File: src/rtl/prim_dom_rand_pkg.sv
// Shared types and constants for the DOM fresh-randomness generator.
// State codes are pairwise Hamming distance 2 so that a single bit flip never aliases to a legal state.
package prim_dom_rand_pkg;

  typedef enum logic [2:0] {
    StIdle  = 3'b001,
    StSeed  = 3'b010,
    StReady = 3'b100
  } state_e;

  // Fibonacci taps 64,63,61,60 expressed as a mask over bits 63,62,60,59.
  localparam logic [63:0] LfsrTaps = 64'hD800_0000_0000_0000;

  localparam logic [63:0] DefaultLfsrSeed = 64'h5A5A_C3C3_0F0F_9696;

endpackage

File: src/rtl/prim_dom_rand_gen_if.sv
// Entropy and randomness handshake bundle between the generator and its environment.
// Signal names follow the generator's point of view.
interface prim_dom_rand_gen_if #(
  parameter int unsigned DW       = 64,
  parameter int unsigned EntropyW = 32
);

  logic                entropy_req_o;
  logic                entropy_ack_i;
  logic [EntropyW-1:0] entropy_i;
  logic                reseed_req_i;
  logic                rand_req_i;
  logic                rand_valid_o;
  logic [DW-1:0]       rand0_o;
  logic [DW-1:0]       rand1_o;
  logic                seeded_o;

  modport master (
    output entropy_req_o, rand_valid_o, rand0_o, rand1_o, seeded_o,
    input  entropy_ack_i, entropy_i, reseed_req_i, rand_req_i
  );

  modport slave (
    input  entropy_req_o, rand_valid_o, rand0_o, rand1_o, seeded_o,
    output entropy_ack_i, entropy_i, reseed_req_i, rand_req_i
  );

endinterface

File: src/rtl/prim_dom_rand_lfsr.sv
// 64-bit Fibonacci LFSR with entropy shift-in, per-cycle step and all-zero seed substitution.
module prim_dom_rand_lfsr
  import prim_dom_rand_pkg::*;
#(
  parameter int unsigned EntropyW = 32,
  parameter logic [63:0] LfsrSeed = DefaultLfsrSeed
) (
  input  logic                clk_i,
  input  logic                rst_ni,
  input  logic                shift_in,
  input  logic                finalize,
  input  logic                step,
  input  logic [EntropyW-1:0] entropy,
  output logic [63:0]         state
);

  logic [63:0] state_q;
  logic [63:0] state_d;
  logic [63:0] shifted;

  if (EntropyW == 64) begin : gen_full_word
    assign shifted = entropy;
  end else begin : gen_part_word
    assign shifted = {state_q[63-EntropyW:0], entropy};
  end

  // NOTE: default every always_comb output first so no path leaves it unassigned (no latch).
  always_comb begin
    state_d = state_q;
    if (shift_in) begin
      // An all-zero LFSR would lock up forever, so the last word of a seed may not leave it zero.
      state_d = (finalize && (shifted == '0)) ? LfsrSeed : shifted;
    end else if (step) begin
      state_d = {state_q[62:0], ^(state_q & LfsrTaps)};
    end
  end

  // NOTE: sequential state uses non-blocking assignments so all flops update together at the edge.
  always_ff @(posedge clk_i) begin
    if (!rst_ni) begin
      state_q <= LfsrSeed;
    end else begin
      state_q <= state_d;
    end
  end

  assign state = state_q;

endmodule

File: src/rtl/prim_dom_rand_gen.sv
// Fresh-randomness producer for DOM gadgets: seeds an LFSR from entropy, serves masking words on
// request and reseeds after a fixed number of deliveries or on demand.
module prim_dom_rand_gen
  import prim_dom_rand_pkg::*;
#(
  parameter int unsigned DW             = 64,
  parameter int unsigned EntropyW       = 32,
  parameter int unsigned ReseedInterval = 256,
  parameter logic [63:0] LfsrSeed       = DefaultLfsrSeed
) (
  input  logic                clk_i,
  input  logic                rst_ni,
  prim_dom_rand_gen_if.master bus
);

  localparam int unsigned NumWords  = 64 / EntropyW;
  localparam int unsigned WordCntW  = (NumWords > 1) ? $clog2(NumWords) : 1;
  localparam int unsigned ServeCntW = $clog2(ReseedInterval + 1);

  localparam logic [WordCntW-1:0]  LastWord = WordCntW'(NumWords - 1);
  localparam logic [ServeCntW-1:0] ServeMax = ServeCntW'(ReseedInterval);

  if (DW < 1 || DW > 64) begin : gen_dw_check
    $error("prim_dom_rand_gen: DW must lie in 1..64");
  end
  if (EntropyW < 1 || EntropyW > 64 || (64 % EntropyW) != 0) begin : gen_entropy_w_check
    $error("prim_dom_rand_gen: EntropyW must divide 64");
  end
  if (ReseedInterval < 1) begin : gen_interval_check
    $error("prim_dom_rand_gen: ReseedInterval must be at least 1");
  end

  state_e               state_q, state_d;
  logic [WordCntW-1:0]  word_cnt_q, word_cnt_d;
  logic [ServeCntW-1:0] serve_cnt_q, serve_cnt_d, serve_cnt_inc;
  logic                 pending_q, pending_d;
  logic                 rand_valid_q;
  logic [DW-1:0]        rand0_q, rand1_q;
  logic [63:0]          lfsr;

  logic in_seed, in_ready, accept, last_word, serve, trigger;

  assign in_seed   = (state_q == StSeed);
  assign in_ready  = (state_q == StReady);
  assign accept    = in_seed && bus.entropy_ack_i;
  assign last_word = accept && (word_cnt_q == LastWord);
  assign serve     = in_ready && (bus.rand_req_i || pending_q);

  // The count includes this cycle's serve, so the Nth delivery itself triggers the reseed.
  assign serve_cnt_inc = serve_cnt_q + ServeCntW'(serve);
  assign trigger       = in_ready && (bus.reseed_req_i || (serve_cnt_inc == ServeMax));

  always_comb begin
    state_d     = state_q;
    word_cnt_d  = word_cnt_q;
    serve_cnt_d = serve_cnt_q;
    pending_d   = pending_q;

    case (state_q)
      StIdle: state_d = StSeed;
      StSeed: begin
        if (last_word) begin
          word_cnt_d = '0;
          state_d    = StReady;
        end else if (accept) begin
          word_cnt_d = word_cnt_q + WordCntW'(1);
        end
      end
      StReady: begin
        serve_cnt_d = serve_cnt_inc;
        if (trigger) begin
          serve_cnt_d = '0;
          state_d     = StSeed;
        end
      end
      default: begin
        state_d     = StIdle;
        word_cnt_d  = '0;
        serve_cnt_d = '0;
      end
    endcase

    // Requests arriving before the generator is ready collapse into a single pending serve.
    if (serve) begin
      pending_d = 1'b0;
    end else if (bus.rand_req_i && !in_ready) begin
      pending_d = 1'b1;
    end
  end

  always_ff @(posedge clk_i) begin
    if (!rst_ni) begin
      state_q      <= StIdle;
      word_cnt_q   <= '0;
      serve_cnt_q  <= '0;
      pending_q    <= 1'b0;
      rand_valid_q <= 1'b0;
      rand0_q      <= '0;
      rand1_q      <= '0;
    end else begin
      state_q      <= state_d;
      word_cnt_q   <= word_cnt_d;
      serve_cnt_q  <= serve_cnt_d;
      pending_q    <= pending_d;
      rand_valid_q <= serve;
      // Each share domain gets its own flop bank so the two masks never share a register.
      if (serve) begin
        rand0_q <= lfsr[DW-1:0];
        rand1_q <= lfsr[DW-1:0];
      end
    end
  end

  prim_dom_rand_lfsr #(
    .EntropyW (EntropyW),
    .LfsrSeed (LfsrSeed)
  ) u_lfsr (
    .clk_i    (clk_i),
    .rst_ni   (rst_ni),
    .shift_in (accept),
    .finalize (last_word),
    .step     (in_ready),
    .entropy  (bus.entropy_i),
    .state    (lfsr)
  );

  assign bus.entropy_req_o = in_seed;
  assign bus.seeded_o      = in_ready;
  assign bus.rand_valid_o  = rand_valid_q;
  assign bus.rand0_o       = rand0_q;
  assign bus.rand1_o       = rand1_q;

  shares_equal_a : assert property (@(posedge clk_i) disable iff (!rst_ni)
    rand0_q == rand1_q);

  valid_needs_serves_a : assert property (@(posedge clk_i) disable iff (!rst_ni)
    (rand_valid_q && $past(rand_valid_q)) |-> ($past(serve) && $past(serve, 2)));

endmodule

File: src/flat_wrapper.sv
// flat-port wrapper written by rule: the top's interface ports become plain ports
module prim_dom_rand_gen_flat import prim_dom_rand_pkg::*;
#(
  parameter int unsigned DW             = 64,
  parameter int unsigned EntropyW       = 32,
  parameter int unsigned ReseedInterval = 256,
  parameter logic [63:0] LfsrSeed       = DefaultLfsrSeed
)
  (clk_i, rst_ni, bus_entropy_req_o, bus_rand_valid_o, bus_rand0_o, bus_rand1_o, bus_seeded_o, bus_entropy_ack_i, bus_entropy_i, bus_reseed_req_i, bus_rand_req_i);
  prim_dom_rand_gen_if #(.DW(DW), .EntropyW(EntropyW)) bus_i ();
  input  logic clk_i;
  input  logic rst_ni;
  output wire logic [$bits(bus_i.entropy_req_o)-1:0] bus_entropy_req_o;
  output wire logic [$bits(bus_i.rand_valid_o)-1:0] bus_rand_valid_o;
  output wire logic [$bits(bus_i.rand0_o)-1:0] bus_rand0_o;
  output wire logic [$bits(bus_i.rand1_o)-1:0] bus_rand1_o;
  output wire logic [$bits(bus_i.seeded_o)-1:0] bus_seeded_o;
  input wire logic [$bits(bus_i.entropy_ack_i)-1:0] bus_entropy_ack_i;
  input wire logic [$bits(bus_i.entropy_i)-1:0] bus_entropy_i;
  input wire logic [$bits(bus_i.reseed_req_i)-1:0] bus_reseed_req_i;
  input wire logic [$bits(bus_i.rand_req_i)-1:0] bus_rand_req_i;
  assign bus_entropy_req_o = bus_i.entropy_req_o;
  assign bus_rand_valid_o = bus_i.rand_valid_o;
  assign bus_rand0_o = bus_i.rand0_o;
  assign bus_rand1_o = bus_i.rand1_o;
  assign bus_seeded_o = bus_i.seeded_o;
  assign bus_i.entropy_ack_i = bus_entropy_ack_i;
  assign bus_i.entropy_i = bus_entropy_i;
  assign bus_i.reseed_req_i = bus_reseed_req_i;
  assign bus_i.rand_req_i = bus_rand_req_i;
  prim_dom_rand_gen #(.DW(DW), .EntropyW(EntropyW), .ReseedInterval(ReseedInterval), .LfsrSeed(LfsrSeed)) u_core (.clk_i(clk_i), .rst_ni(rst_ni), .bus(bus_i));
endmodule
File: config.mk
export PLATFORM = sky130hd
export DESIGN_NAME = prim_dom_rand_gen_flat
export DESIGN_NICKNAME = d
export VERILOG_FILES = /design/src/rtl/prim_dom_rand_pkg.sv /design/src/rtl/prim_dom_rand_gen_if.sv /design/src/rtl/prim_dom_rand_lfsr.sv /design/src/rtl/prim_dom_rand_gen.sv /design/src/flat_wrapper.sv
export SDC_FILE = /design/constraint.sdc
export NUM_CORES = 1
export LEC_CHECK = 0
export BUFFER_PORTS_ARGS = -buffer_cell sky130_fd_sc_hd__buf_2
export CAP_MARGIN = 10
export CELL_PAD_IN_SITES_DETAIL_PLACEMENT = 0
export CELL_PAD_IN_SITES_GLOBAL_PLACEMENT = 2
export CORE_MARGIN = 2
export CORE_UTILIZATION = 34
export CTS_CLUSTER_SIZE = 28
export DETAILED_ROUTE_END_ITERATION = 7
export PLACE_DENSITY_LB_ADDON = 0.1
export SLEW_MARGIN = 20
export SYNTH_ARGS = -nofsm -noshare
export SYNTH_HDL_FRONTEND = slang
export SYNTH_HIERARCHICAL = 1
export SYNTH_SLANG_ARGS = --single-unit
File: constraint.sdc
create_clock -name clk_i -period 7.1 [get_ports clk_i]
set_clock_uncertainty 0.05 [all_clocks]
set_input_delay 1.42 -clock clk_i [delete_from_list [all_inputs] [get_ports clk_i]]
set_output_delay 1.42 -clock clk_i [all_outputs]
set_load 0.005 [all_outputs]
# ---- After elaboration in Yosys (flattened, before gate mapping)
# Cells that the tools add are included.
dict set report word_totals {
  ff_bits 143
  latchBits 0
  mem_bits_rw 0
  romBits 0
  wordCells 46
  n_memories 0
}
dict set report classes {
  n_addsub 2
  mul 0
  div_mod_pow 0
  n_lt_le_gt_ge 0
  n_eq_ne 7
  n_shift 0
  n_mux 11
  bitwise_logic 2
  reduce_logical 17
}
# operator n
set op_table {}
lappend op_table {{$mux W64} 3}
lappend op_table {{$logic_not A64 Y1} 1}
lappend op_table {{$reduce_xor A64 Y1} 1}
lappend op_table {{$pmux W9 S2} 1}
lappend op_table {{$add A9 B1 Y9} 1}
lappend op_table {{$eq A9 B9 Y1 const B} 1}
lappend op_table {{$mux W9} 1}
lappend op_table {{$pmux W3 S3} 1}
lappend op_table {{$logic_and A1 B1 Y1} 6}
lappend op_table {{$mux W3} 2}
lappend op_table {{$reduce_or A2 Y1} 3}
lappend op_table {{$ne A2 B2 Y1 const B} 2}
lappend op_table {{$reduce_and A2 Y1} 2}
lappend op_table {{$eq A3 B1 Y1 const B} 1}
lappend op_table {{$eq A3 B2 Y1 const B} 1}
lappend op_table {{$eq A3 B3 Y1 const B} 1}
lappend op_table {{$ne A3 B3 Y1 const B} 1}
lappend op_table {{$logic_or A1 B1 Y1} 2}
lappend op_table {{$mux W1} 2}
lappend op_table {{$not A1 Y1} 2}
lappend op_table {{$pmux W1 S2} 1}
lappend op_table {{$reduce_bool A2 Y1} 1}
lappend op_table {{$add A1 B1 Y1 const B} 1}
lappend op_table {{$logic_not A1 Y1} 1}

# ---- Depth between registers and ports, before layout
# Gate-level depths: netlist of run 1.
dict set report logic_depth {
  depth_word 8
  ltp_mapped 11
}

# ---- By module
# The synthesis of run 1 kept the hierarchy.
# module n_inst cells_per_inst area_per_inst_um2
set by_module_without_submodules {}
lappend by_module_without_submodules {prim_dom_rand_gen 1 451 3756.1}
lappend by_module_without_submodules {prim_dom_rand_lfsr 1 424 3686.0}

# ---- Worst setup path after synthesis of run 1
# OpenSTA, ideal clock, no wires.
dict set report synth_path {
  path_type {in2reg}
  startpoint {input bus_rand_req_i}
  endpoint {register u_core.serve_cnt_q[8]}
  setup_time_ns 0.121
  arrival_ns 3.170
  slack_ns 3.759
  stages 10
  n_path_buf 1
  path_cell_list {o21ai_2 inv_2 buf_2 ha_1 ha_1 nand3_1 or4_1 and2_1 o221ai_1 nand2_1}
}
dict set report synth_between {
  elab_chain_cells 8
}
# item line_no
set synth_lines {}
lappend synth_lines {{start: declaration} flat_wrapper.sv:21} ;# input wire logic [$bits(bus_i.rand_req_i)-1:0] bus_rand_req_i;
lappend synth_lines {{$logic_or A1 B1 Y1 *} prim_dom_rand_gen.sv:47} ;# assign serve = in_ready && (bus.rand_req_i || pending_q);
lappend synth_lines {{$logic_and A1 B1 Y1 *} prim_dom_rand_gen.sv:47}
lappend synth_lines {{via u_core.serve} prim_dom_rand_gen.sv:41} ;# logic in_seed, in_ready, accept, last_word, serve, trigger;
lappend synth_lines {{$add A9 B1 Y9 *} prim_dom_rand_gen.sv:50} ;# assign serve_cnt_inc = serve_cnt_q + ServeCntW'(serve);
lappend synth_lines {{$eq A9 B9 Y1} prim_dom_rand_gen.sv:51} ;# assign trigger = in_ready && (bus.reseed_req_i || (serve_cnt_inc == ServeMax));
lappend synth_lines {{$logic_or A1 B1 Y1} prim_dom_rand_gen.sv:51}
lappend synth_lines {{$logic_and A1 B1 Y1} prim_dom_rand_gen.sv:51}
lappend synth_lines {{$mux W9 *} prim_dom_rand_gen.sv:71} ;# if (trigger) begin
lappend synth_lines {{$pmux W9 S2 *} prim_dom_rand_gen.sv:59} ;# case (state_q)
lappend synth_lines {{end signal: assignment} prim_dom_rand_gen.sv:103} ;# serve_cnt_q <= serve_cnt_d;
lappend synth_lines {{end: declaration} prim_dom_rand_gen.sv:35} ;# logic [ServeCntW-1:0] serve_cnt_q, serve_cnt_d, serve_cnt_inc;
# Mark *: on every way through the listed nets, which the timed path passes. The rest lies on a longest branch.
# A chain may end at the register's enable or synchronous reset.

# ---- Worst setup path in the final report of run 1
dict set report layout_path {
  startpoint {register u_core.state_q[2]}
  endpoint {register u_core.serve_cnt_q[8]}
}
dict set report layout_between {
  elab_chain_cells 8
  elab_cells_between_ends 11
  classes_between {add/sub: 1; eq/ne: 4; mux: 2; reduce/logical: 4}
}
# item line_no
set layout_lines {}
lappend layout_lines {{start: declaration} prim_dom_rand_gen.sv:33} ;# state_e state_q, state_d;
lappend layout_lines {{start signal: assignment} prim_dom_rand_gen.sv:93} ;# state_q <= StIdle;
lappend layout_lines {{start signal: assignment} prim_dom_rand_gen.sv:101} ;# state_q <= state_d;
lappend layout_lines {{$eq A3 B3 Y1} {prim_dom_rand_gen.sv:44, prim_dom_rand_gen.sv:59}}
lappend layout_lines {{$logic_and A1 B1 Y1} prim_dom_rand_gen.sv:47}
lappend layout_lines {{$add A9 B1 Y9} prim_dom_rand_gen.sv:50}
lappend layout_lines {{$eq A9 B9 Y1} prim_dom_rand_gen.sv:51}
lappend layout_lines {{$logic_or A1 B1 Y1} prim_dom_rand_gen.sv:51}
lappend layout_lines {{$logic_and A1 B1 Y1} prim_dom_rand_gen.sv:51}
lappend layout_lines {{$mux W9} prim_dom_rand_gen.sv:71}
lappend layout_lines {{$pmux W9 S2} prim_dom_rand_gen.sv:59}
# Parallel ways exist; a longest one is shown, timed or not.

==> report_table.html, run 1 <==
<table>
<tr><th>Metric</th><th>Value</th></tr>
<tr><th colspan="2">Status</th></tr>
<tr><td>Outcome</td><td>complete, no violations</td></tr>
<tr><th colspan="2">Setup path</th></tr>
<tr><td>Category of the critical setup timing path</td><td>register to register</td></tr>
<tr><td>Critical path fanouts, max</td><td>66</td></tr>
<tr><td>Kind of launch point of the worst setup path</td><td>register</td></tr>
<tr><td>Required @ worst endpoint</td><td>7.36 ns</td></tr>
<tr><td>Worst EP arrival</td><td>4.36 ns</td></tr>
<tr><td>Critical path endpoint category</td><td>register</td></tr>
<tr><th colspan="2">Floorplan</th></tr>
<tr><td>Die outline width</td><td>152.0 um</td></tr>
<tr><td>Effective utilization at floorplan</td><td>0.3442</td></tr>
<tr><td>Row count</td><td>54</td></tr>
<tr><td>Die Height</td><td>152.0 um</td></tr>
<tr><td>Placeable core region</td><td>0.02162 mm^2</td></tr>
<tr><td>Die area</td><td>0.02309 mm^2</td></tr>
<tr><td>Top Ports</td><td>168</td></tr>
<tr><th colspan="2">CTS</th></tr>
<tr><td>Number of setup buffers added after CTS</td><td>0</td></tr>
<tr><td>CTS Root Buffer Type</td><td>sky130_fd_sc_hd__clkbuf_16</td></tr>
<tr><td>Largest buffer count on any clock path</td><td>2</td></tr>
<tr><td>Resize count post-CTS</td><td>0</td></tr>
<tr><td>Deepest level of the CTS H-tree</td><td>4</td></tr>
<tr><td>Worst skew pair latency</td><td>0.42 ns</td></tr>
<tr><td>CTS tree</td><td>done</td></tr>
<tr><td>CTS clock-pin slew for the worst setup and hold paths</td><td>0.06 ns</td></tr>
<tr><td>CTS sink count</td><td>143</td></tr>
<tr><td>Count of hold-fix buffers inserted at cts</td><td>0</td></tr>
<tr><td>Number of clock buffers inserted by TritonCTS</td><td>17</td></tr>
<tr><th colspan="2">Logic synthesis</th></tr>
<tr><td>Post-synth top flop</td><td>sky130_fd_sc_hd__dfxtp_1</td></tr>
<tr><td>Synthesized area per cell</td><td>8.505 um^2</td></tr>
<tr><td>Ranking of synthesized cells by area</td><td>sky130_fd_sc_hd__dfxtp_1 (38%), sky130_fd_sc_hd__nand2_1 (8.5%), sky130_fd_sc_hd__buf_4 (6.8%)</td></tr>
<tr><td>Leading area contributor after synthesis</td><td>sky130_fd_sc_hd__dfxtp_1</td></tr>
<tr><td>Post-synthesis register bit count</td><td>143</td></tr>
<tr><td>Number of flops mapped to enable cells by yosys</td><td>0</td></tr>
<tr><td>Ranking of synthesized cells by instance count</td><td>sky130_fd_sc_hd__nand2_1 (169), sky130_fd_sc_hd__dfxtp_1 (143), sky130_fd_sc_hd__buf_4 (67)</td></tr>
<tr><td>Total number of yosys warnings</td><td>6</td></tr>
<tr><td>Net count of the mapped netlist</td><td>914</td></tr>
<tr><td>Gate count of the mapped netlist</td><td>875</td></tr>
<tr><td>Area of the mapped netlist</td><td>0.007442 mm^2</td></tr>
<tr><td>Most common cell in the synthesized netlist</td><td>sky130_fd_sc_hd__nand2_1</td></tr>
<tr><td>Distinct cell type count of the synthesized netlist</td><td>51</td></tr>
<tr><td>Yosys top cell area share</td><td>0.3847</td></tr>
<tr><td>Fraction of registers with async set or reset after synthesis</td><td>0</td></tr>
<tr><td>Seq/Total Area, Yosys</td><td>0.3847</td></tr>
<tr><th colspan="2">Power and ir drop</th></tr>
<tr><td>Lkg Pwr</td><td>3.243 nW</td></tr>
<tr><td>Worst IR drop on VDD</td><td>0.0001192 V</td></tr>
<tr><td>Total power per unit cell area</td><td>219.4 mW/mm^2</td></tr>
<tr><td>Overall power</td><td>1.863 mW</td></tr>
<tr><th colspan="2">Route</th></tr>
<tr><td>Vias per Instance</td><td>5.158</td></tr>
<tr><td>Average detailed-routed wire length per instance</td><td>18.36 um</td></tr>
<tr><td>Final Routed Wirelength</td><td>22.49 mm</td></tr>
<tr><td>Routed Antenna Nets</td><td>0</td></tr>
<tr><td>Total DRC errors in the routed layout</td><td>0</td></tr>
<tr><td>Total via count in the routed design</td><td>6,319</td></tr>
<tr><td>First-pass DRT Iterations</td><td>5</td></tr>
<tr><td>Starting DRC count in detailed routing</td><td>435</td></tr>
<tr><th colspan="2">Global routing</th></tr>
<tr><td>Wire length of the first global-routing pass</td><td>34.73 mm</td></tr>
<tr><td>Number of global-route vias before repair</td><td>5,868</td></tr>
<tr><td>Initial antenna violation count</td><td>1</td></tr>
<tr><td>Sum of overflow across all layers after global routing</td><td>0</td></tr>
<tr><td>Overall fraction of global-route tracks in use</td><td>0.1908</td></tr>
<tr><td>Largest net degree at the start of global routing</td><td>92</td></tr>
<tr><th colspan="2">Placement</th></tr>
<tr><td>Port Buffers</td><td>167</td></tr>
<tr><td>Routability cong.</td><td>0.7648</td></tr>
<tr><td>Dpl hpwl</td><td>14.90 mm</td></tr>
<tr><th colspan="2">Hold path</th></tr>
<tr><td>Type of the most critical hold path</td><td>register to register</td></tr>
<tr><th colspan="2">Cells and area</th></tr>
<tr><td>Ant diodes</td><td>0</td></tr>
<tr><td>Final net count</td><td>971</td></tr>
<tr><td>Fraction of final layout cells with drive strength greater than 1</td><td>0.2624</td></tr>
<tr><td>Area delta synth-&gt;final</td><td>14.11%</td></tr>
<tr><td>Fraction of the core area covered by cells at the end of the flow</td><td>0.3928</td></tr>
<tr><th colspan="2">Timing</th></tr>
<tr><td>Final clock period utilization by the worst path</td><td>0.5783</td></tr>
<tr><td>RSZ-0062 raised after global routing</td><td>false</td></tr>
<tr><td>Worst slew pin tran</td><td>1.106 ns</td></tr>
<tr><td>Final critical path time including I/O delays and setup</td><td>4.106 ns</td></tr>
<tr><td>Hold violation count in the final report</td><td>0</td></tr>
<tr><td>Final number of setup-violating endpoints</td><td>0</td></tr>
<tr><td>TNS Setup</td><td>0 ns</td></tr>
<tr><td>Slew headroom</td><td>0.2627</td></tr>
<tr><td>Max Fclk</td><td>243.6 MHz</td></tr>
<tr><td>Count of final max-slew check failures</td><td>0</td></tr>
<tr><th colspan="2">Flow run</th></tr>
<tr><td>Max-capacitance violation count</td><td>0</td></tr>
</table>
## path summary, 6_finish.rpt
check,start,slack (ns),cells after the start,endpoint
min,u_core/bus.rand1_o[63],0.41,2,u_core/bus.rand1_o[63]
min reg2reg,u_core/bus.rand1_o[63],0.41,2,u_core/bus.rand1_o[63]
max reg2reg,u_core/state_q[2],2.99,12,u_core/serve_cnt_q[8]
max,u_core/state_q[2],2.99,12,u_core/serve_cnt_q[8]
## final cells by class
| type | instances | area, um^2 |
|---|---|---|
| clock buffer | 20 | 446.7 |
| clock inverter | 12 | 161.4 |
| fill | 2223 | 13130 |
| inverter | 6 | 22.52 |
| multi-input combinational | 588 | 3745 |
| sequential | 143 | 2863 |
| tap | 280 | 350.3 |
| timing repair buffer | 176 | 903.4 |
## stage by stage
stage                     instances  cell area, um^2  hold slack [ns]  setup slack [ns]
final                          1225             8492           0.4136             2.994
after global routing           1225             8492           0.4385             2.626
after CTS                      1225             8487           0.4182             2.939
after detailed placement       1193             7879           0.4096             2.563
after global placement         1193             7876           0.4034             2.611
after floorplan                 875             7442           0.3888             3.759
## sequential cells by signal, summed over array words and instances, names as in the netlist
register and count:
u_core/bus.rand1_o 64, u_core/u_lfsr/state 64, u_core/serve_cnt_q 9, u_core/state_q 3, u_core/bus.rand_valid_o 1, u_core/pending_q 1
u_core/word_cnt_q 1
## routing by layer
metal | wire [um] | track usage | up-vias
met1 | 11080 | 0.2746 | 2973
met2 | 9967 | 0.2949 | 214
li1 | - | - | 3117
met3 | 1151 | 0.03137 | 15
met5 | 0 | 0 | -
met4 | 290 | 0.05385 | 0
## where the power goes
part           internal [mW]  switching (mW)
clock network          0.564           0.358
logic                 0.0406          0.0519
registers              0.819          0.0289
total                   1.42           0.439
## logic make-up after synthesis
kind of cell	synth area share
AO/OA/AOI/OAI	0.2399
XOR/XNOR	0.007061
adder cells (fa/ha/maj)	0.003362
buffers and inverters	0.1147
flip-flops	0.3847
multiplexers	0.04304
AND/OR/NAND/NOR	0.2073
## cells in the final DEF (no fill, tap or decap), types with 34 or more instances in the layout
cell type	count
sky130_fd_sc_hd__a211oi_1	34
sky130_fd_sc_hd__a21boi_0	51
sky130_fd_sc_hd__and2_1	37
sky130_fd_sc_hd__buf_2	167
sky130_fd_sc_hd__dfxtp_1	143
sky130_fd_sc_hd__nand2_1	168
sky130_fd_sc_hd__nor2_1	39
sky130_fd_sc_hd__o21ai_0	38
## critical path, stage by stage, from the launching register on
cell	delay (ns)
sky130_fd_sc_hd__dfxtp_1	0.39
sky130_fd_sc_hd__nor3b_4	0.72
sky130_fd_sc_hd__o21ai_4	0.09
sky130_fd_sc_hd__buf_4	0.35
sky130_fd_sc_hd__inv_2	0.10
sky130_fd_sc_hd__buf_4	0.52
sky130_fd_sc_hd__ha_1	0.34
sky130_fd_sc_hd__ha_1	0.27
sky130_fd_sc_hd__nand3_1	0.18
sky130_fd_sc_hd__or4_1	0.53
sky130_fd_sc_hd__and2_1	0.18
sky130_fd_sc_hd__o221ai_1	0.17
sky130_fd_sc_hd__nand2_1	0.07
(Power assumes the default switching activity.)
==> inputs of run 2 (changes only) <==
--- a/config.mk
+++ b/config.mk
@@ -5,12 +5,13 @@
 export SDC_FILE = /design/constraint.sdc
 export NUM_CORES = 1
 export LEC_CHECK = 0
+export ABC_AREA = 1
 export BUFFER_PORTS_ARGS = -buffer_cell sky130_fd_sc_hd__buf_2
 export CAP_MARGIN = 10
 export CELL_PAD_IN_SITES_DETAIL_PLACEMENT = 0
 export CELL_PAD_IN_SITES_GLOBAL_PLACEMENT = 2
 export CORE_MARGIN = 2
-export CORE_UTILIZATION = 34
+export CORE_UTILIZATION = 29
 export CTS_CLUSTER_SIZE = 28
 export DETAILED_ROUTE_END_ITERATION = 7
 export PLACE_DENSITY_LB_ADDON = 0.1
==> constraint.sdc (replaced) <==
create_clock -name clk_i -period 3.85 [get_ports clk_i]
set_clock_uncertainty 0.05 [all_clocks]
set_input_delay 0.77 -clock clk_i [delete_from_list [all_inputs] [get_ports clk_i]]
set_output_delay 0.77 -clock clk_i [all_outputs]
set_load 0.005 [all_outputs]
==> run 2 against run 1 <==
  * Total power rose by 87%
  * Maximum frequency is 62% higher
  * Routed wire length is 1.5% lower
  * Die area increased by 7.5%
  * Register-to-register slack lost 1.7 ns
  * Critical endpoint is now u_core/state_q[1]
  * Largest cell class unchanged
  * Largest power group unchanged
  * Highest routed layer unchanged
==> report_table.html, run 2 <==
<table>
<tr><th>Metric</th><th>Value</th></tr>
<tr><th colspan="2">Cells and area</th></tr>
<tr><td>Most common cell after layout, fill and taps aside</td><td>sky130_fd_sc_hd__nand2_1</td></tr>
<tr><td>Area delta synth-&gt;final</td><td>17.37%</td></tr>
<tr><td>Final net count</td><td>1,103</td></tr>
<tr><td>Filler cell count</td><td>2,629</td></tr>
<tr><td>Fraction of final layout cells with drive strength greater than 1</td><td>0.2288</td></tr>
<tr><td>Ant diodes</td><td>0</td></tr>
<tr><td>Most frequent cells in the layout</td><td>sky130_fd_sc_hd__nand2_1 (293), sky130_fd_sc_hd__buf_2 (166), sky130_fd_sc_hd__dfxtp_1 (143)</td></tr>
<tr><td>Post-route non-filler standard cell count</td><td>1,394</td></tr>
<tr><th colspan="2">CTS</th></tr>
<tr><td>CTS clock-pin slew for the worst setup and hold paths</td><td>0.06 ns</td></tr>
<tr><td>CTS tree</td><td>done</td></tr>
<tr><td>Resize count post-CTS</td><td>0</td></tr>
<tr><td>CTS Root Buffer Type</td><td>sky130_fd_sc_hd__clkbuf_16</td></tr>
<tr><td>Deepest level of the CTS H-tree</td><td>4</td></tr>
<tr><td>Worst skew pair latency</td><td>0.42 ns</td></tr>
<tr><td>CTS sink count</td><td>143</td></tr>
<tr><td>Count of hold-fix buffers inserted at cts</td><td>0</td></tr>
<tr><td>Number of setup buffers added after CTS</td><td>0</td></tr>
<tr><td>Largest buffer count on any clock path</td><td>2</td></tr>
<tr><td>Number of clock buffers inserted by TritonCTS</td><td>17</td></tr>
<tr><th colspan="2">Setup path</th></tr>
<tr><td>Required @ worst endpoint</td><td>4.17 ns</td></tr>
<tr><td>Delay of the slowest cell on the worst path</td><td>0.30 ns</td></tr>
<tr><td>Critical path endpoint category</td><td>register</td></tr>
<tr><td>Most used cell along the critical path</td><td>sky130_fd_sc_hd__inv_1</td></tr>
<tr><td>Critical path fanouts, max</td><td>8</td></tr>
<tr><td>Slowest library cell on the worst path</td><td>sky130_fd_sc_hd__dfxtp_1</td></tr>
<tr><td>Chain of cells forming the critical path</td><td>inv_1 -&gt; nand3_2 -&gt; inv_1 -&gt; o21ai_4 -&gt; inv_1 -&gt; ha_1 -&gt; ha_1 -&gt; or2_2 -&gt; nor2_1 -&gt; nand3_1 -&gt; nor2_4 -&gt; nand3_4 -&gt; nand2_2 -&gt; o211ai_2 -&gt; inv_2</td></tr>
<tr><td>Worst EP arrival</td><td>2.85 ns</td></tr>
<tr><td>Category of the critical setup timing path</td><td>register to register</td></tr>
<tr><td>Kind of launch point of the worst setup path</td><td>register</td></tr>
<tr><th colspan="2">Route</th></tr>
<tr><td>Final Routed Wirelength</td><td>22.16 mm</td></tr>
<tr><td>First-pass DRT Iterations</td><td>4</td></tr>
<tr><td>Total via count in the routed design</td><td>6,352</td></tr>
<tr><td>Vias per Instance</td><td>4.557</td></tr>
<tr><td>Average detailed-routed wire length per instance</td><td>15.89 um</td></tr>
<tr><td>Routed Antenna Nets</td><td>0</td></tr>
<tr><td>Total DRC errors in the routed layout</td><td>0</td></tr>
<tr><td>Starting DRC count in detailed routing</td><td>338</td></tr>
<tr><th colspan="2">Logic synthesis</th></tr>
<tr><td>Number of flops mapped to enable cells by yosys</td><td>0</td></tr>
<tr><td>Post-synth top flop</td><td>sky130_fd_sc_hd__dfxtp_1</td></tr>
<tr><td>Most common cell in the synthesized netlist</td><td>sky130_fd_sc_hd__nand2_1</td></tr>
<tr><td>Total number of yosys warnings</td><td>6</td></tr>
<tr><td>Synthesized area per cell</td><td>6.931 um^2</td></tr>
<tr><td>Yosys top cell area share</td><td>0.4189</td></tr>
<tr><td>Post-synthesis register bit count</td><td>143</td></tr>
<tr><td>Ranking of synthesized cells by instance count</td><td>sky130_fd_sc_hd__nand2_1 (293), sky130_fd_sc_hd__dfxtp_1 (143), sky130_fd_sc_hd__nor2_1 (131)</td></tr>
<tr><td>Fraction of registers with async set or reset after synthesis</td><td>0</td></tr>
<tr><td>Net count of the mapped netlist</td><td>1,025</td></tr>
<tr><td>Area of the mapped netlist</td><td>0.006834 mm^2</td></tr>
<tr><td>Ranking of synthesized cells by area</td><td>sky130_fd_sc_hd__dfxtp_1 (42%), sky130_fd_sc_hd__nand2_1 (16%), sky130_fd_sc_hd__nor2_1 (7.2%)</td></tr>
<tr><td>Gate count of the mapped netlist</td><td>986</td></tr>
<tr><td>Seq/Total Area, Yosys</td><td>0.4189</td></tr>
<tr><td>Leading area contributor after synthesis</td><td>sky130_fd_sc_hd__dfxtp_1</td></tr>
<tr><td>Distinct cell type count of the synthesized netlist</td><td>34</td></tr>
<tr><th colspan="2">Power and ir drop</th></tr>
<tr><td>Worst IR drop on VDD</td><td>0.0002246 V</td></tr>
<tr><td>Lkg Pwr</td><td>3.705 nW</td></tr>
<tr><td>Total power per unit cell area</td><td>434.1 mW/mm^2</td></tr>
<tr><th colspan="2">Floorplan</th></tr>
<tr><td>Die outline width</td><td>157.5 um</td></tr>
<tr><td>Row count</td><td>56</td></tr>
<tr><td>Effective utilization at floorplan</td><td>0.2929</td></tr>
<tr><td>Die Height</td><td>157.5 um</td></tr>
<tr><td>Die area</td><td>0.02481 mm^2</td></tr>
<tr><td>Placeable core region</td><td>0.02333 mm^2</td></tr>
<tr><td>Top Ports</td><td>168</td></tr>
<tr><th colspan="2">Status</th></tr>
<tr><td>Outcome</td><td>complete, no violations</td></tr>
<tr><th colspan="2">Timing</th></tr>
<tr><td>Final critical path time including I/O delays and setup</td><td>2.537 ns</td></tr>
<tr><td>Slew headroom</td><td>0.2660</td></tr>
<tr><td>Final clock period utilization by the worst path</td><td>0.6589</td></tr>
<tr><td>Count of final max-slew check failures</td><td>0</td></tr>
<tr><td>Final number of setup-violating endpoints</td><td>0</td></tr>
<tr><td>Worst slew pin tran</td><td>1.100 ns</td></tr>
<tr><td>Max Fclk</td><td>394.2 MHz</td></tr>
<tr><td>RSZ-0062 raised after global routing</td><td>false</td></tr>
<tr><td>TNS Setup</td><td>0 ns</td></tr>
<tr><td>Hold violation count in the final report</td><td>0</td></tr>
<tr><th colspan="2">Placement</th></tr>
<tr><td>Count of placed standard cells including taps</td><td>1,364</td></tr>
<tr><td>Port Buffers</td><td>167</td></tr>
<tr><td>Dpl hpwl</td><td>15.03 mm</td></tr>
<tr><td>Routability cong.</td><td>0.7162</td></tr>
<tr><th colspan="2">Hold path</th></tr>
<tr><td>Type of the most critical hold path</td><td>register to register</td></tr>
<tr><th colspan="2">Flow run</th></tr>
<tr><td>Max-capacitance violation count</td><td>0</td></tr>
<tr><th colspan="2">Global routing</th></tr>
<tr><td>Largest net degree at the start of global routing</td><td>65</td></tr>
<tr><td>Sum of overflow across all layers after global routing</td><td>0</td></tr>
<tr><td>Number of global-route vias before repair</td><td>6,118</td></tr>
<tr><td>Overall fraction of global-route tracks in use</td><td>0.1814</td></tr>
<tr><td>Initial antenna violation count</td><td>0</td></tr>
<tr><td>Wire length of the first global-routing pass</td><td>34.75 mm</td></tr>
</table>
-- run 2: cell types whose count changed in the layout (fill, tap and decap cells not counted), moves of 34 or more --
cell	before	now
sky130_fd_sc_hd__a21oi_1	5	72
sky130_fd_sc_hd__a211oi_1	34	0
sky130_fd_sc_hd__nor2_1	39	130
sky130_fd_sc_hd__and2_1	37	0
sky130_fd_sc_hd__nand2_1	168	293
sky130_fd_sc_hd__nand3_1	5	79
sky130_fd_sc_hd__a21boi_0	51	0
-- run 2: cells by family after synthesis --
logic type | synth area share
compound gates | 0.1082
xor+xnor | 0.006409
fa+ha+maj | 0.003661
buf+inv | 0.1300
flops | 0.4189
simple gates | 0.3328
-- run 2: path summary, 6_finish.rpt --
kind | slack, ns | endpoint | cells past startpoint | start
worst max-delay path | 1.31 | u_core/state_q[1] | 15 | u_core/state_q[1]
worst min-delay path | 0.41 | u_core/bus.rand1_o[34] | 2 | u_core/u_lfsr/state[34]
worst max register to register | 1.31 | u_core/state_q[1] | 15 | u_core/state_q[1]
worst min register to register | 0.41 | u_core/bus.rand1_o[34] | 2 | u_core/u_lfsr/state[34]
-- run 2: critical path: cells and delay by family (launching register included) --
kind / cells / cell delay (ns)
DFF: 1 / 0.30
and+or+nand+nor: 7 / 1.03
buffers and inverters: 4 / 0.51
AOI/OAI and AO/OA: 2 / 0.17
adders and majority gates: 2 / 0.43
-- run 2: through the flow --
step	total power, mW	cell area [um^2]	hold slack, ns	worst slack (ns)	util
CTS	3.533	8021	0.4080	1.281	0.3438
global route	3.619	8021	0.4335	1.111	0.3438
finish	3.482	8021	0.4081	1.313	0.3438
detailed placement	1.819	7431	0.4026	1.187	0.3185
floorplan	1.719	6834	0.3762	1.162	-
global placement	1.821	7431	0.4063	1.191	0.3185
-- run 2: final cells by class --
type / count / area [um^2] / area share
multi-input cells: 694 / 3107 / 0.3873
flip-flops and latches: 143 / 2863 / 0.3569
repair buffers: 179 / 953.4 / 0.1189
clock buffers: 17 / 425.4 / 0.05303
well taps: 319 / 399.1 / 0.04976
clock inverters: 13 / 165.2 / 0.02059
inverters: 29 / 108.9 / 0.01357
-- run 2: power by group --
part / switching (mW) / leakage [nW] / internal (mW) / total (mW)
Combinational: 0.143 / 2.27 / 0.0711 / 0.214
Clock: 0.683 / 0.278 / 1.01 / 1.70
Sequential: 0.0518 / 1.16 / 1.52 / 1.57
-- run 2: routing by layer --
layer  part of all wire  track usage  up-vias
met1               0.49       0.2529     2952
met5                  0            0        -
met4              0.012      0.05152        0
met2               0.46       0.2917      141
li1                   -            -     3243
met3              0.037      0.02561       16
==> inputs of run 3 (changes only) <==
--- a/config.mk
+++ b/config.mk
@@ -11,7 +11,7 @@
 export CELL_PAD_IN_SITES_DETAIL_PLACEMENT = 0
 export CELL_PAD_IN_SITES_GLOBAL_PLACEMENT = 2
 export CORE_MARGIN = 2
-export CORE_UTILIZATION = 29
+export CORE_UTILIZATION = 26
 export CTS_CLUSTER_SIZE = 28
 export DETAILED_ROUTE_END_ITERATION = 7
 export PLACE_DENSITY_LB_ADDON = 0.1
==> constraint.sdc (replaced) <==
create_clock -name clk_i -period 2.22 [get_ports clk_i]
set_clock_uncertainty 0.05 [all_clocks]
set_input_delay 0.444 -clock clk_i [delete_from_list [all_inputs] [get_ports clk_i]]
set_output_delay 0.444 -clock clk_i [all_outputs]
set_load 0.005 [all_outputs]
==> run 3 against run 2 <==
  * Critical path depth is 1 lower
  * Register-to-register slack worse by 1.2 ns
  * Routed wire length grew 4.8%
  * Worst setup slack got worse by 1.2 ns
  * Clock power grew 82%
==> report_table.html, run 3 (synthesis results as in run 2) <==
<table>
<tr><th>Metric</th><th>Value</th></tr>
<tr><th colspan="2">Status</th></tr>
<tr><td>Outcome</td><td>complete, no violations</td></tr>
<tr><th colspan="2">Power and ir drop</th></tr>
<tr><td>Lkg Pwr</td><td>3.781 nW</td></tr>
<tr><td>Comb pwr share</td><td>0.064</td></tr>
<tr><td>Worst IR drop on VDD</td><td>0.0003465 V</td></tr>
<tr><td>Total power per unit cell area</td><td>749.3 mW/mm^2</td></tr>
<tr><td>Switching Power</td><td>1.619 mW</td></tr>
<tr><td>Sw Ratio</td><td>0.2610</td></tr>
<tr><td>Relative contribution of the clock network to total power</td><td>0.498</td></tr>
<tr><td>Share of power burned in registers</td><td>0.438</td></tr>
<tr><td>Total internal power</td><td>4.584 mW</td></tr>
<tr><th colspan="2">Global routing</th></tr>
<tr><td>Global-route layer with the greatest usage</td><td>met2</td></tr>
<tr><td>Met1 demand-to-capacity share in global routing</td><td>0.2278</td></tr>
<tr><td>Met3 usage</td><td>0.03003</td></tr>
<tr><td>Largest net degree at the start of global routing</td><td>66</td></tr>
<tr><td>Met2 usage</td><td>0.2816</td></tr>
<tr><td>Number of global-route vias before repair</td><td>6,153</td></tr>
<tr><td>Overall fraction of global-route tracks in use</td><td>0.1690</td></tr>
<tr><td>Initial antenna violation count</td><td>0</td></tr>
<tr><td>Sum of overflow across all layers after global routing</td><td>0</td></tr>
<tr><td>Wire length of the first global-routing pass</td><td>36.45 mm</td></tr>
<tr><th colspan="2">CTS</th></tr>
<tr><td>Worst skew pair latency</td><td>0.42 ns</td></tr>
<tr><td>Number of clock buffers inserted by TritonCTS</td><td>17</td></tr>
<tr><td>CTS Root Buffer Type</td><td>sky130_fd_sc_hd__clkbuf_16</td></tr>
<tr><td>Largest buffer count on any clock path</td><td>2</td></tr>
<tr><td>Deepest level of the CTS H-tree</td><td>4</td></tr>
<tr><td>CTS clock-pin slew for the worst setup and hold paths</td><td>0.07 ns</td></tr>
<tr><td>CTS tree</td><td>done</td></tr>
<tr><td>CTS sink count</td><td>143</td></tr>
<tr><th colspan="2">Flow run</th></tr>
<tr><td>Max-capacitance violation count</td><td>0</td></tr>
<tr><th colspan="2">Setup path</th></tr>
<tr><td>Critical path fanouts, max</td><td>8</td></tr>
<tr><td>Required @ worst endpoint</td><td>2.47 ns</td></tr>
<tr><td>Chain of cells forming the critical path</td><td>inv_4 -&gt; nand3_4 -&gt; inv_4 -&gt; o21ai_4 -&gt; inv_2 -&gt; ha_4 -&gt; ha_4 -&gt; or2_4 -&gt; nor2_1 -&gt; nand3_1 -&gt; nor2_4 -&gt; nand3_4 -&gt; nand3_1 -&gt; a21oi_1</td></tr>
<tr><td>Category of the critical setup timing path</td><td>register to register</td></tr>
<tr><td>Worst EP arrival</td><td>2.32 ns</td></tr>
<tr><td>Critical path endpoint category</td><td>register</td></tr>
<tr><td>Slowest library cell on the worst path</td><td>sky130_fd_sc_hd__dfxtp_4</td></tr>
<tr><td>Delay of the slowest cell on the worst path</td><td>0.37 ns</td></tr>
<tr><td>Kind of launch point of the worst setup path</td><td>register</td></tr>
<tr><th colspan="2">Cells and area</th></tr>
<tr><td>Most common cell after layout, fill and taps aside</td><td>sky130_fd_sc_hd__nand2_1</td></tr>
<tr><td>Post-route cell area</td><td>0.008279 mm^2</td></tr>
<tr><td>Most frequent cells in the layout</td><td>sky130_fd_sc_hd__nand2_1 (293), sky130_fd_sc_hd__buf_2 (166), sky130_fd_sc_hd__dfxtp_1 (141)</td></tr>
<tr><td>Area delta synth-&gt;final</td><td>21.15%</td></tr>
<tr><td>Fraction of final layout cells with drive strength greater than 1</td><td>0.2491</td></tr>
<tr><td>Ant diodes</td><td>0</td></tr>
<tr><td>Final net count</td><td>1,114</td></tr>
<tr><th colspan="2">Timing</th></tr>
<tr><td>Worst slew pin tran</td><td>0.7449 ns</td></tr>
<tr><td>RSZ-0062 raised after global routing</td><td>false</td></tr>
<tr><td>Slew headroom</td><td>0.5034</td></tr>
<tr><td>Max Fclk</td><td>483.8 MHz</td></tr>
<tr><td>Final number of setup-violating endpoints</td><td>0</td></tr>
<tr><td>Hold violation count in the final report</td><td>0</td></tr>
<tr><td>TNS Setup</td><td>0 ns</td></tr>
<tr><td>Count of final max-slew check failures</td><td>0</td></tr>
<tr><td>Final clock period utilization by the worst path</td><td>0.9310</td></tr>
<tr><td>Final critical path time including I/O delays and setup</td><td>2.067 ns</td></tr>
<tr><th colspan="2">Placement</th></tr>
<tr><td>Placed cell area</td><td>0.007584 mm^2</td></tr>
<tr><td>Routability cong.</td><td>0.7458</td></tr>
<tr><td>Port Buffers</td><td>167</td></tr>
<tr><td>Dpl hpwl</td><td>15.58 mm</td></tr>
<tr><th colspan="2">Hold path</th></tr>
<tr><td>Type of the most critical hold path</td><td>primary input to register</td></tr>
<tr><th colspan="2">Floorplan</th></tr>
<tr><td>Die outline width</td><td>166.1 um</td></tr>
<tr><td>Die Height</td><td>166.1 um</td></tr>
<tr><td>Top Ports</td><td>168</td></tr>
<tr><td>Effective utilization at floorplan</td><td>0.2638</td></tr>
<tr><td>Die area</td><td>0.02760 mm^2</td></tr>
<tr><td>Placeable core region</td><td>0.02591 mm^2</td></tr>
<tr><td>Row count</td><td>59</td></tr>
<tr><th colspan="2">Route</th></tr>
<tr><td>Starting DRC count in detailed routing</td><td>359</td></tr>
<tr><td>First-pass DRT Iterations</td><td>5</td></tr>
<tr><td>Total via count in the routed design</td><td>6,405</td></tr>
<tr><td>Average detailed-routed wire length per instance</td><td>16.32 um</td></tr>
<tr><td>Vias per Instance</td><td>4.501</td></tr>
<tr><td>Routed Antenna Nets</td><td>0</td></tr>
<tr><td>Total DRC errors in the routed layout</td><td>0</td></tr>
<tr><td>Final Routed Wirelength</td><td>23.23 mm</td></tr>
</table>
-- run 3: layer usage --
layer  vias to the layer above  routed length, um  share of wire
met2                       118              10980           0.47
met5                         -                  0              0
met1                      2997              11330           0.49
met3                        12                708          0.030
li1                       3278                  -              -
met4                         0                209         0.0090
-- run 3: timing repair --
item,4_1_cts,5_1_grt
setup endpoints to repair,0,35
setup buffers,0,2
hold buffers,0,0
resized for setup,0,11
-- run 3: critical path: cells and delay by family (launching register included) --
| kind | cells | cell delay, ns |
|---|---|---|
| compound gates | 2 | 0.11 |
| fa+ha+maj | 2 | 0.37 |
| buf+inv | 3 | 0.14 |
| flops | 1 | 0.37 |
| simple gates | 7 | 0.88 |
-- run 3: path summary, 6_finish.rpt --
check                          start                endpoint  slack, ns  depth (start not counted)
max                u_core/state_q[0]   u_core/serve_cnt_q[0]       0.15                         14
min                 bus_entropy_i[5]  u_core/u_lfsr/state[5]       0.23                          3
max reg2reg        u_core/state_q[0]   u_core/serve_cnt_q[0]       0.15                         14
min reg2reg  u_core/u_lfsr/state[35]  u_core/bus.rand1_o[35]       0.42                          2
-- run 3: cell type report --
| type | count | area, um^2 |
|---|---|---|
| Fill cell | 2926 | 17630 |
| Multi-Input combinational cell | 694 | 3167 |
| Sequential cell | 143 | 2868 |
| Timing Repair Buffer | 190 | 1086 |
| Clock buffer | 17 | 425.4 |
| Tap cell | 335 | 419.2 |
| Clock inverter | 15 | 200.2 |
| Inverter | 29 | 113.9 |
-- run 3: power groups by stage --
stage	combinational [mW]	clock, mW	sequential, mW
finish	0.396	3.09	2.72
global route	0.448	3.30	2.73
CTS	0.396	3.20	2.72
detailed placement	0.395	0	2.78
global placement	0.399	0	2.78
floorplan	0.249	0	2.74
-- run 3: through the flow --
stage	cells	utilization	worst slack, ns	total power [mW]	hold slack, ns
global route	1423	0.3195	0.01566	6.479	0.2164
finish	1423	0.3195	0.1531	6.204	0.2297
floorplan	986	-	0.01710	2.986	0.3762
CTS	1421	0.3168	0.02896	6.314	0.2108
detailed placement	1389	0.2927	-0.08998	3.171	0.4125
global placement	1389	0.2927	-0.05138	3.176	0.4077
